File: config.mk
export PLATFORM = sky130hd
export DESIGN_NAME = j_timer
export DESIGN_NICKNAME = d
export VERILOG_FILES = /design/src/rtl/j_timer_pkg.sv /design/src/rtl/j_timer_dcnt.sv /design/src/rtl/j_timer.sv
export SDC_FILE = /design/constraint.sdc
export NUM_CORES = 1
export LEC_CHECK = 0
export ABC_AREA = 1
export BUFFER_PORTS_ARGS = -buffer_cell sky130_fd_sc_hd__buf_2
export CAP_MARGIN = 20
export CORE_ASPECT_RATIO = 0.7
export CORE_MARGIN = 4
export CORE_UTILIZATION = 54
export CTS_BUF_LIST = sky130_fd_sc_hd__clkbuf_2
export CTS_CLUSTER_SIZE = 12
export DETAILED_ROUTE_END_ITERATION = 7
export GPL_TIMING_DRIVEN = 0
export PLACE_DENSITY_LB_ADDON = 0.05
export RECOVER_POWER = 100
export SLEW_MARGIN = 20
export SYNTH_ARGS = -nofsm -noshare
export SYNTH_HDL_FRONTEND = slang
export SYNTH_HIERARCHICAL = 1
export SYNTH_SLANG_ARGS = --single-unit
File: constraint.sdc
create_clock -name sys_clk -period 2.1 [get_ports sys_clk]
set_input_delay 0.105 -clock sys_clk [delete_from_list [all_inputs] [get_ports sys_clk]]
set_output_delay 0.105 -clock sys_clk [all_outputs]
set_load 0.01 [all_outputs]
File: src/rtl/j_timer_pkg.sv
// j_timer_pkg: shared width, counter word type and reset constant for the Jerry timer.
package j_timer_pkg;
  localparam int J_TIMER_W = 16;
  typedef logic [J_TIMER_W-1:0] cnt_t;
  localparam cnt_t CNT_RST = '0;
endpackage

File: src/rtl/j_timer_dcnt.sv
// j_timer_dcnt: loadable down-counter with reload register; reloads at zero, terminal count while enabled at zero.
module j_timer_dcnt
  import j_timer_pkg::*;
#(
  parameter int W = J_TIMER_W
) (
  input  logic         sys_clk,
  input  logic         resl,
  input  logic         en,
  input  logic         ld,
  input  logic [W-1:0] din,
  output logic [W-1:0] q,
  output logic         tc
);
  logic [W-1:0] rel;
  always_ff @(posedge sys_clk or negedge resl)
    if (!resl) begin
      rel <= W'(CNT_RST);
      q   <= W'(CNT_RST);
    end else if (ld) begin
      rel <= din;
      q   <= din;
    end else if (en) begin
      q <= (q == '0) ? rel : q - W'(1);
    end
  assign tc = en & (q == '0);
endmodule

File: src/rtl/j_timer.sv
// j_timer: prescaler feeding a divider; interrupt every (P+1)*(D+1) cycles, stopped while the divider reload is 0.
// Optional macro J_TIMER_IRQ_LATCH_EN makes tint sticky until irq_ack.
module j_timer
  import j_timer_pkg::*;
#(
  parameter int WIDTH = J_TIMER_W
) (
  input  logic             sys_clk,
  input  logic             resl,
  input  logic             pre_wr,
  input  logic             div_wr,
  input  logic [WIDTH-1:0] din,
  output logic [WIDTH-1:0] pre_q,
  output logic [WIDTH-1:0] div_q,
  output logic             tick,
  output logic             tint
`ifdef J_TIMER_IRQ_LATCH_EN
  ,
  input  logic             irq_ack
`endif
);
  logic run, div_tc, evt;
  // Shadow of (divider reload != 0), tracked at write time so the counter stays generic.
  always_ff @(posedge sys_clk or negedge resl)
    if (!resl) run <= 1'b0;
    else if (div_wr) run <= (din != '0);
  j_timer_dcnt #(.W(WIDTH)) u_pre (
    .sys_clk(sys_clk), .resl(resl), .en(run), .ld(pre_wr), .din(din), .q(pre_q), .tc(tick)
  );
  j_timer_dcnt #(.W(WIDTH)) u_div (
    .sys_clk(sys_clk), .resl(resl), .en(tick), .ld(div_wr), .din(din), .q(div_q), .tc(div_tc)
  );
  assign evt = div_tc & ~div_wr;
  always_ff @(posedge sys_clk or negedge resl)
    if (!resl) tint <= 1'b0;
`ifdef J_TIMER_IRQ_LATCH_EN
    else tint <= evt | (tint & ~irq_ack);
`else
    else tint <= evt;
`endif
endmodule

==> impl_metrics.toml, run 1 <==
[outcome]
run_status = "finished clean"

[timing]
relSlewSlack = 0.418
tightest_slew_ns = 0.873
fmax_mhz = 503
min_period_over_period = 0.947
fin_ws_ns = 0.111
setup_viol = 0
skew_ns = 0.0203
final_max_slew_viol_count = 0
hold_violations = 0
whs_ns = 0.194
fin_crit_ns = 1.99
rsz0062_at_grt = "yes"

[global_route]
grt_pass1_vias = 3883
grt_pass1_wl_mm = 19.6
grt_max_degree = 35
antenna_found_initial = 0
overflow = 0
grtUsageTotal = 0.275

[clocking]
cts_sinks = 66
cts-root-buf = "clkbuf_2"
cts_buffer_depth = 2
cts_buffers = 9
clkTransAtPathRegs_ns = 0.17
tritoncts = "done"
clkLatencyLatePin_ns = 0.53
htree_levels = 3

[place]
post-place-ws_ns = -0.352
hpwl_mm = 8.82
place_area_um2 = 4580
dp.cells = 739
gp_congestion = 0.853
io_buffer_count = 53

[routing]
ant_nets = 0
drt_pre_antenna_iters = 5
vias = 4325
drt-total-wl_mm = 12.5
vias_per_cell = 5.45
drc = 0
wl_per_cell_um = 15.7
drt-initial-drc-count = 427

[finish]
fill_cells = 654
areaGrowthSynthToFinish_pct = 21.0
layout_commonest_cell = "nand2_1"
final_net_count = 716
n_antenna_cell = 0
fin_area_um2 = 5040
drive_gt1_frac = 0.200
final_cell_mix = "nand2_1, nor2_1, dfrtp_1"
fin_cells = 793

[floorplanning]
core_um2 = 7380
ios = 54
num_rows = 26
die_area_um2 = 9200
start_util = 0.564
die_w_um = 113
die_h_um = 81.5

[setup_path]
cp_cell_sequence = "nor2_2 -> nand2_2 -> nor2_8 -> nand3_4 -> buf_8 -> nor2_4 -> nor2_1 -> buf_6 -> a21oi_1 -> o21ai_1 -> o21ai_1 -> inv_1"
regToRegStartpoint = "u_pre/q[14]"
required_ns = 2.53
critical-path-max-stage-delay_ns = 0.47
rr_endpoint = "u_div/q[4]"
critPathLaunchType = "register"
crit_buf_inv = 3
cp_common_cell = "o21ai_1"
cp_slowest_cell = "dfrtp_2"
cp_top_family = "simple AND/OR/NAND/NOR gates"
crit_arrival_ns = 2.41
path_class = "reg -> reg"
endpoint_kind = "register"
crit_fanout = 10
reg2reg_depth = 12
r2r_slack_ns = 0.11

[power]
p_leak_nw = 2.59
cellPowerDensity_nw_per_um2 = 629
total_power_mw = 3.17
vdd_drop_max_uv = 476

[logic_synthesis]
syn_nets = 611
synth_top_area_cell = "dfrtp_1"
syn_inst = 587
synth-seq-area-share = 0.397
netlist_area_um2 = 4170
synth_cell_types = 33
ys_seq_elements = 66
synth_top_area_frac = 0.397
synthTopCellsByArea = "dfrtp_1, nand2_1, nor2_1"
avgSynthCellArea_um2 = 7.10
yosysWarnings = 6

[job]
maxCapViolations = 0

[min_path]
min_path_type = "in -> async"
## worst register-to-register path, cell delays in order, from the launching register on
cell	delay (ns)
dfrtp_2	0.47
nor2_2	0.14
nand2_2	0.11
nor2_8	0.14
nand3_4	0.09
buf_8	0.16
nor2_4	0.13
nor2_1	0.08
buf_6	0.16
a21oi_1	0.11
o21ai_1	0.10
o21ai_1	0.14
inv_1	0.05
## worst max-delay path by stage
stage | from | to | cells after the start
2_1_floorplan | u_pre/q[0] | u_div/q[11] | 12
3_3_place_gp | u_pre/q[0] | u_div/q[2] | 12
3_5_place_dp | u_pre/q[0] | u_div/q[11] | 12
4_1_cts | u_pre/q[14] | tick | 7
5_1_grt | u_pre/q[2] | u_div/q[4] | 12
6_report | u_pre/q[14] | u_div/q[4] | 12
## per-stage QoR
| step | TNS (ns) | util |
|---|---|---|
| 2_1_floorplan | 0 | - |
| 3_3_place_gp | -4.13 | 0.618 |
| 3_5_place_dp | -4.15 | 0.621 |
| 4_1_cts | 0 | 0.675 |
| 5_1_grt | -0.0981 | 0.682 |
| 6_report | 0 | 0.682 |
## synthesized netlist by cell type, drive strengths merged
cell,n
nor2,84
ha,4
nand2,209
clkbuf,6
a21oi,33
buf,12
a21boi,9
nand4,12
inv,59
dfrtp,66
nand3b,1
o21ai,27
and2,1
o211ai,3
xor2,4
clkinv,1
nand3,54
nor3,1
xnor2,1
## final cells by class
| class | instances | area, µm² | area share |
|---|---|---|---|
| multi-input combinational | 443 | 2230 | 0.444 |
| sequential | 66 | 1660 | 0.330 |
| timing repair buffer | 94 | 607 | 0.120 |
| inverter | 60 | 225 | 0.0447 |
| tap | 98 | 123 | 0.0243 |
| buffer | 18 | 120 | 0.0238 |
| clock buffer | 13 | 65.1 | 0.0129 |
| clock inverter | 1 | 3.75 | 0.000745 |
## sequential cells by signal, indices dropped and copies added, names as in the netlist
register,cells
tint,1
u_pre/rel,16
u_div/q,16
run,1
u_div/rel,16
u_pre/q,16
## routing by layer
| metal | up-vias | wire (µm) | global-route usage |
|---|---|---|---|
| met4 | 0 | 159 | 0.0648 |
| li1 | 2074 | - | - |
| met3 | 17 | 1080 | 0.0596 |
| met5 | - | 0 | 0 |
| met2 | 181 | 5370 | 0.410 |
| met1 | 2053 | 5840 | 0.410 |
## power by group
part	internal (mW)	switching, mW	total (mW)
registers	1.41	0.146	1.56
clock network	0.160	0.446	0.606
logic	0.388	0.616	1.00
total	1.96	1.21	3.17
## what timing repair did
action                                 4_1_cts  5_1_grt
setup endpoints to repair                   17       14
endpoints found under the hold margin      131        0
gates resized for setup                     14       19
pin swaps                                    2        1
hold buffers                                21        0
buffers inserted                            11        8
## logic make-up after synthesis
group | Yosys count | synth area share
and+or+nand+nor | 362 | 0.396
buffers and inverters | 78 | 0.0793
AOI/OAI and AO/OA | 72 | 0.106
adders and majority gates | 4 | 0.0120
xor gates and xnor gates | 5 | 0.0105
DFF | 66 | 0.397
Note: power is estimated with default switching activity, not from simulation.
==> run 2: changes to the inputs <==
--- a/config.mk
+++ b/config.mk
@@ -10,8 +10,7 @@
 export CAP_MARGIN = 20
 export CORE_ASPECT_RATIO = 0.7
 export CORE_MARGIN = 4
-export CORE_UTILIZATION = 54
-export CTS_BUF_LIST = sky130_fd_sc_hd__clkbuf_2
+export CORE_UTILIZATION = 53
 export CTS_CLUSTER_SIZE = 12
 export DETAILED_ROUTE_END_ITERATION = 7
 export GPL_TIMING_DRIVEN = 0
==> run 2 against run 1 <==
Critical path depth shrank 1. Largest power group unchanged. Clock power increased by 120%. Via count shrank 4.5%.
==> impl_metrics.toml, run 2 (same netlist as run 1, synthesis figures left out) <==
[finish]
final_net_count = 683
fill_cells = 724
fin_util = 0.652
layout_commonest_cell = "nand2_1"
fin_area_um2 = 4880
n_antenna_cell = 0
areaGrowthSynthToFinish_pct = 17.1
drive_gt1_frac = 0.157
final_cell_mix = "nand2_1, nor2_1, dfrtp_1"

[power]
p_comb_frac = 0.234
p_sw_mw = 1.25
cellPowerDensity_nw_per_um2 = 780
seqPwrFrac = 0.415
total_power_mw = 3.80
p_leak_nw = 2.46
internal_power_mw = 2.55
clkPwrFrac = 0.350
swShare = 0.330
vdd_drop_max_uv = 754

[routing]
wl_met3_um = 865
wl_met1_mm = 6.00
drc = 0
routed-wl-met2_mm = 5.15
ant_nets = 0
vias_per_cell = 5.43
drt-total-wl_mm = 12.1
wl_per_cell_um = 16.0
vias = 4129
drt-initial-drc-count = 381
top_layer_used = "met4"
drt_pre_antenna_iters = 5

[global_route]
antenna_found_initial = 0
grt_pass1_vias = 3828
grtUsageTotal = 0.270
overflow = 0
grt_max_degree = 54
grt_pass1_wl_mm = 19.4

[floorplanning]
core_um2 = 7480
start_util = 0.557
die_w_um = 114
die_h_um = 82.2
die_area_um2 = 9360
ios = 54
num_rows = 26

[setup_path]
path_class = "reg -> reg"
regToRegStartpoint = "u_pre/q[13]"
setup.worst_path.end = "u_div/q[12]"
critPathLaunchType = "register"
rr_endpoint = "u_div/q[12]"
required_ns = 2.32
endpoint_kind = "register"
crit_arrival_ns = 2.26
reg2reg_depth = 11
crit_fanout = 10
cp_slowest_cell = "dfrtp_2"
cp_common_cell = "buf_6"
critical-path-max-stage-delay_ns = 0.45
r2r_slack_ns = 0.05
cp_cell_sequence = "nor2_4 -> and2_1 -> buf_6 -> nand3_4 -> buf_6 -> nor2_4 -> nor2_1 -> buf_4 -> buf_6 -> a21oi_1 -> a21oi_1"
cp-startpoint = "u_pre/q[13]"

[timing]
final_max_slew_viol_count = 0
setup_viol = 0
fmax_mhz = 489
skew_ns = 0.00465
min_period_over_period = 0.974
tightest_slew_ns = 0.825
fin_ws_ns = 0.0540
relSlewSlack = 0.450
fin_crit_ns = 2.05
hold_violations = 0

[place]
place_area_um2 = 4590
hpwl_mm = 9.05
post-place-ws_ns = -0.391
gp_congestion = 0.894
io_buffer_count = 53

[min_path]
holdPathStages = 3
min_path_type = "in -> reg"

[outcome]
run_status = "finished clean"

[clocking]
clkLatencyLatePin_ns = 0.33
tritoncts = "done"
cts_buffer_depth = 2
cts-root-buf = "clkbuf_16"
htree_levels = 3
cts_sinks = 66
clkTransAtPathRegs_ns = 0.05
cts_buffers = 9

[job]
maxCapViolations = 0
-- run 2: changes by cell type in the layout (fill, tap and decap cells not counted), sizes merged --
| cell | change |
|---|---|
| buf | -27 |
| clkbuf | +14 |
| clkinv | -1 |
| dlygate4sd3 | -19 |
-- run 2: worst min path at each step --
stage               startpoint            end  slack (ns)
finish                  din[0]   u_pre/rel[0]        0.04
global route           din[14]  u_div/rel[14]        0.04
CTS                     din[0]   u_pre/rel[0]        0.02
detailed placement        resl    u_pre/q[11]       -0.01
global placement        div_wr           tint        0.35
floorplan                 resl            run       -0.19
-- run 2: power groups by stage --
stage                     registers [mW]  logic, mW  clock network, mW
final                               1.58      0.892               1.33
after detailed placement            1.59      0.875                  0
after floorplan                     1.60      0.545                  0
after global placement              1.58      0.845                  0
after global routing                1.61      0.995               1.42
after CTS                           1.57      0.895               1.35
-- run 2: metal layers --
metal  vias up  GRT usage
met1      1980      0.400
met3        13     0.0808
met5         -          0
li1       2011          -
met2       125      0.384
met4         0     0.0700
-- run 2: metrics by stage --
stage	hold WS, ns	TNS, ns	std cells
6_report	0.0360	0	760
5_1_grt	0.0376	-0.0219	760
4_1_cts	0.0245	0	757
3_5_place_dp	-0.0140	-4.47	739
3_3_place_gp	0.349	-4.16	738
2_1_floorplan	-0.191	0	587
-- run 2: area by class of cell --
cell class                      count  area (µm²)  share of cell area
Multi-Input combinational cell    443        2220               0.455
Sequential cell                    66        1660               0.340
Timing Repair Buffer               61         289              0.0593
Clock buffer                       14         254              0.0521
Inverter                           60         225              0.0462
Tap cell                           98         123              0.0251
Buffer                             18         109              0.0223
-- run 2: critical path: cells and delay by family (launching register included) --
kind                   cells  cell delay, ns
DFF                        1            0.45
buffers and inverters      4            0.66
and+or+nand+nor            5            0.55
AOI/OAI and AO/OA          2            0.25
-- run 2: what timing repair did --
action / CTS / global route
hold endpoints to repair: 67 / 0
pin swaps: 2 / 2
buffers inserted: 2 / 3
resized for setup: 13 / 19
setup endpoints to repair: 17 / 13
hold buffers: 2 / 0
==> run 3: changes to the inputs <==
--- a/config.mk
+++ b/config.mk
@@ -9,13 +9,12 @@
 export BUFFER_PORTS_ARGS = -buffer_cell sky130_fd_sc_hd__buf_2
 export CAP_MARGIN = 20
 export CORE_ASPECT_RATIO = 0.7
-export CORE_MARGIN = 4
 export CORE_UTILIZATION = 53
 export CTS_CLUSTER_SIZE = 12
 export DETAILED_ROUTE_END_ITERATION = 7
 export GPL_TIMING_DRIVEN = 0
 export PLACE_DENSITY_LB_ADDON = 0.05
-export RECOVER_POWER = 100
+export RECOVER_POWER = 25
 export SLEW_MARGIN = 20
 export SYNTH_ARGS = -nofsm -noshare
 export SYNTH_HDL_FRONTEND = slang
==> run 3 against run 2 <==
Wire length shrank 2.7%. Sequential share of layout area shrank 1.4 points. Worst setup slack gained 0.037 ns. Die area shrank 12%. Sequential power is essentially flat. Non-clock buffer count grew 21. Total power shrank 5.4%. Register-to-register slack gained 0.04 ns. Maximum frequency grew 1.8%. Flip-flop and latch count is the same. Final cell count grew 3.0%. Critical path type unchanged.
==> impl_metrics.toml, run 3 (same netlist as run 1, synthesis figures left out) <==
[floorplanning]
die_w_um = 108
start_util = 0.559
die_h_um = 76.2
ios = 54
num_rows = 26
core_um2 = 7450
die_area_um2 = 8220

[setup_path]
reg2reg_depth = 11
critPathLaunchType = "register"
cp-startpoint = "u_pre/q[14]"
regToRegStartpoint = "u_pre/q[14]"
rr_endpoint = "u_div/q[13]"
endpoint_kind = "register"
required_ns = 2.32
path_class = "reg -> reg"
crit_arrival_ns = 2.23
setup.worst_path.end = "u_div/q[13]"
crit_fanout = 10
r2r_slack_ns = 0.09

[finish]
final_cell_mix = "nand2_1, nor2_1, dfrtp_1"
fin_area_um2 = 5070
areaGrowthSynthToFinish_pct = 21.8
drive_gt1_frac = 0.235
fin_util = 0.681
fill_cells = 687
n_antenna_cell = 0
layout_commonest_cell = "nand2_1"
final_net_count = 704

[clocking]
htree_levels = 3
cts_buffer_depth = 2
cts_sinks = 66
cts_buffers = 9
clkLatencyLatePin_ns = 0.34
cts-root-buf = "clkbuf_8"
tritoncts = "done"
clkTransAtPathRegs_ns = 0.08

[timing]
setup_viol = 0
fmax_mhz = 498
fin_crit_ns = 2.01
rsz0062_at_grt = "no"
skew_ns = 0.00947
min_period_over_period = 0.957
tightest_slew_ns = 1.04
hold_violations = 0
relSlewSlack = 0.305
final_max_slew_viol_count = 0
fin_ws_ns = 0.0906

[place]
hpwl_mm = 8.74
place_area_um2 = 4590
io_buffer_count = 53
post-place-ws_ns = -0.407
gp_congestion = 0.927

[min_path]
min_path_type = "in -> reg"

[global_route]
grtUsageTotal = 0.305
grt_pass1_vias = 3898
grt_pass1_wl_mm = 19.4
antenna_found_initial = 0
grt_max_degree = 51
overflow = 0

[power]
cellPowerDensity_nw_per_um2 = 709
p_leak_nw = 2.65
vdd_drop_max_uv = 525
total_power_mw = 3.60

[routing]
vias = 4258
drt_pre_antenna_iters = 5
ant_nets = 0
drc = 0
drt-total-wl_mm = 11.8
wl_per_cell_um = 15.1
drt-initial-drc-count = 384
vias_per_cell = 5.44

[outcome]
run_status = "finished clean"

[job]
maxCapViolations = 0
==> run 3: through the flow <==
| step | hold WS (ns) | setup TNS (ns) | cells |
|---|---|---|---|
| floorplan | -0.191 | 0 | 587 |
| global placement | 0.322 | -4.23 | 738 |
| detailed placement | -0.00642 | -4.51 | 739 |
| CTS | 0.00161 | 0 | 765 |
| global route | 0.0300 | 0 | 783 |
| finish | 0.0270 | 0 | 783 |
==> run 3: final cells by class <==
type | count | area (µm²) | share of cell area
buffer | 18 | 126 | 0.0249
sequential | 66 | 1660 | 0.326
clock buffer | 15 | 196 | 0.0387
timing repair buffer | 82 | 508 | 0.100
tap | 98 | 123 | 0.0242
inverter | 60 | 225 | 0.0444
multi-input combinational | 443 | 2230 | 0.440
clock inverter | 1 | 5.00 | 0.000986
==> run 3: critical path, stage by stage, from the launching register on <==
cell	delay, ns
dfrtp_2	0.48
nor2_4	0.13
nand2_2	0.10
nor2_8	0.14
nand3_4	0.10
buf_12	0.16
nor2_4	0.10
nor2_1	0.07
buf_6	0.16
buf_4	0.18
a21oi_1	0.15
a21oi_1	0.09
==> run 3: how the worst min path moves through the flow <==
| stage | startpoint | end | slack, ns | cells past startpoint |
|---|---|---|---|---|
| detailed placement | resl | u_pre/q[11] | -0.006 | 1 |
| global route | din[7] | u_div/rel[7] | 0.03 | 3 |
| finish | din[11] | u_div/rel[11] | 0.03 | 3 |
| global placement | div_wr | tint | 0.32 | 2 |
| floorplan | resl | run | -0.19 | 0 |
| CTS | din[11] | u_div/rel[11] | 0.002 | 3 |
==> run 3: repair_timing <==
| item | in CTS | in global routing |
|---|---|---|
| setup endpoints to repair | 17 | 13 |
| setup buffers | 7 | 18 |
| hold buffers | 3 | 0 |
| resized for setup | 12 | 16 |
| gates cloned | 0 | 0 |
| pin swaps | 3 | 3 |
| endpoints found under the hold margin | 68 | 0 |
==> run 3: where the power goes <==
group	internal, mW	switching, mW
combinational	0.366	0.593
clock	0.590	0.482
sequential	1.41	0.155
total	2.37	1.23
==> run 3: layer usage <==
layer  vias up  track usage  wire [µm]  part of all wire
met1      2020        0.482       5790              0.49
met2       174        0.433       4970              0.42
met4         0       0.0589         79            0.0067
met3         9       0.0547        978             0.083
met5         -            0          0                 0
li1       2055            -          -                 -
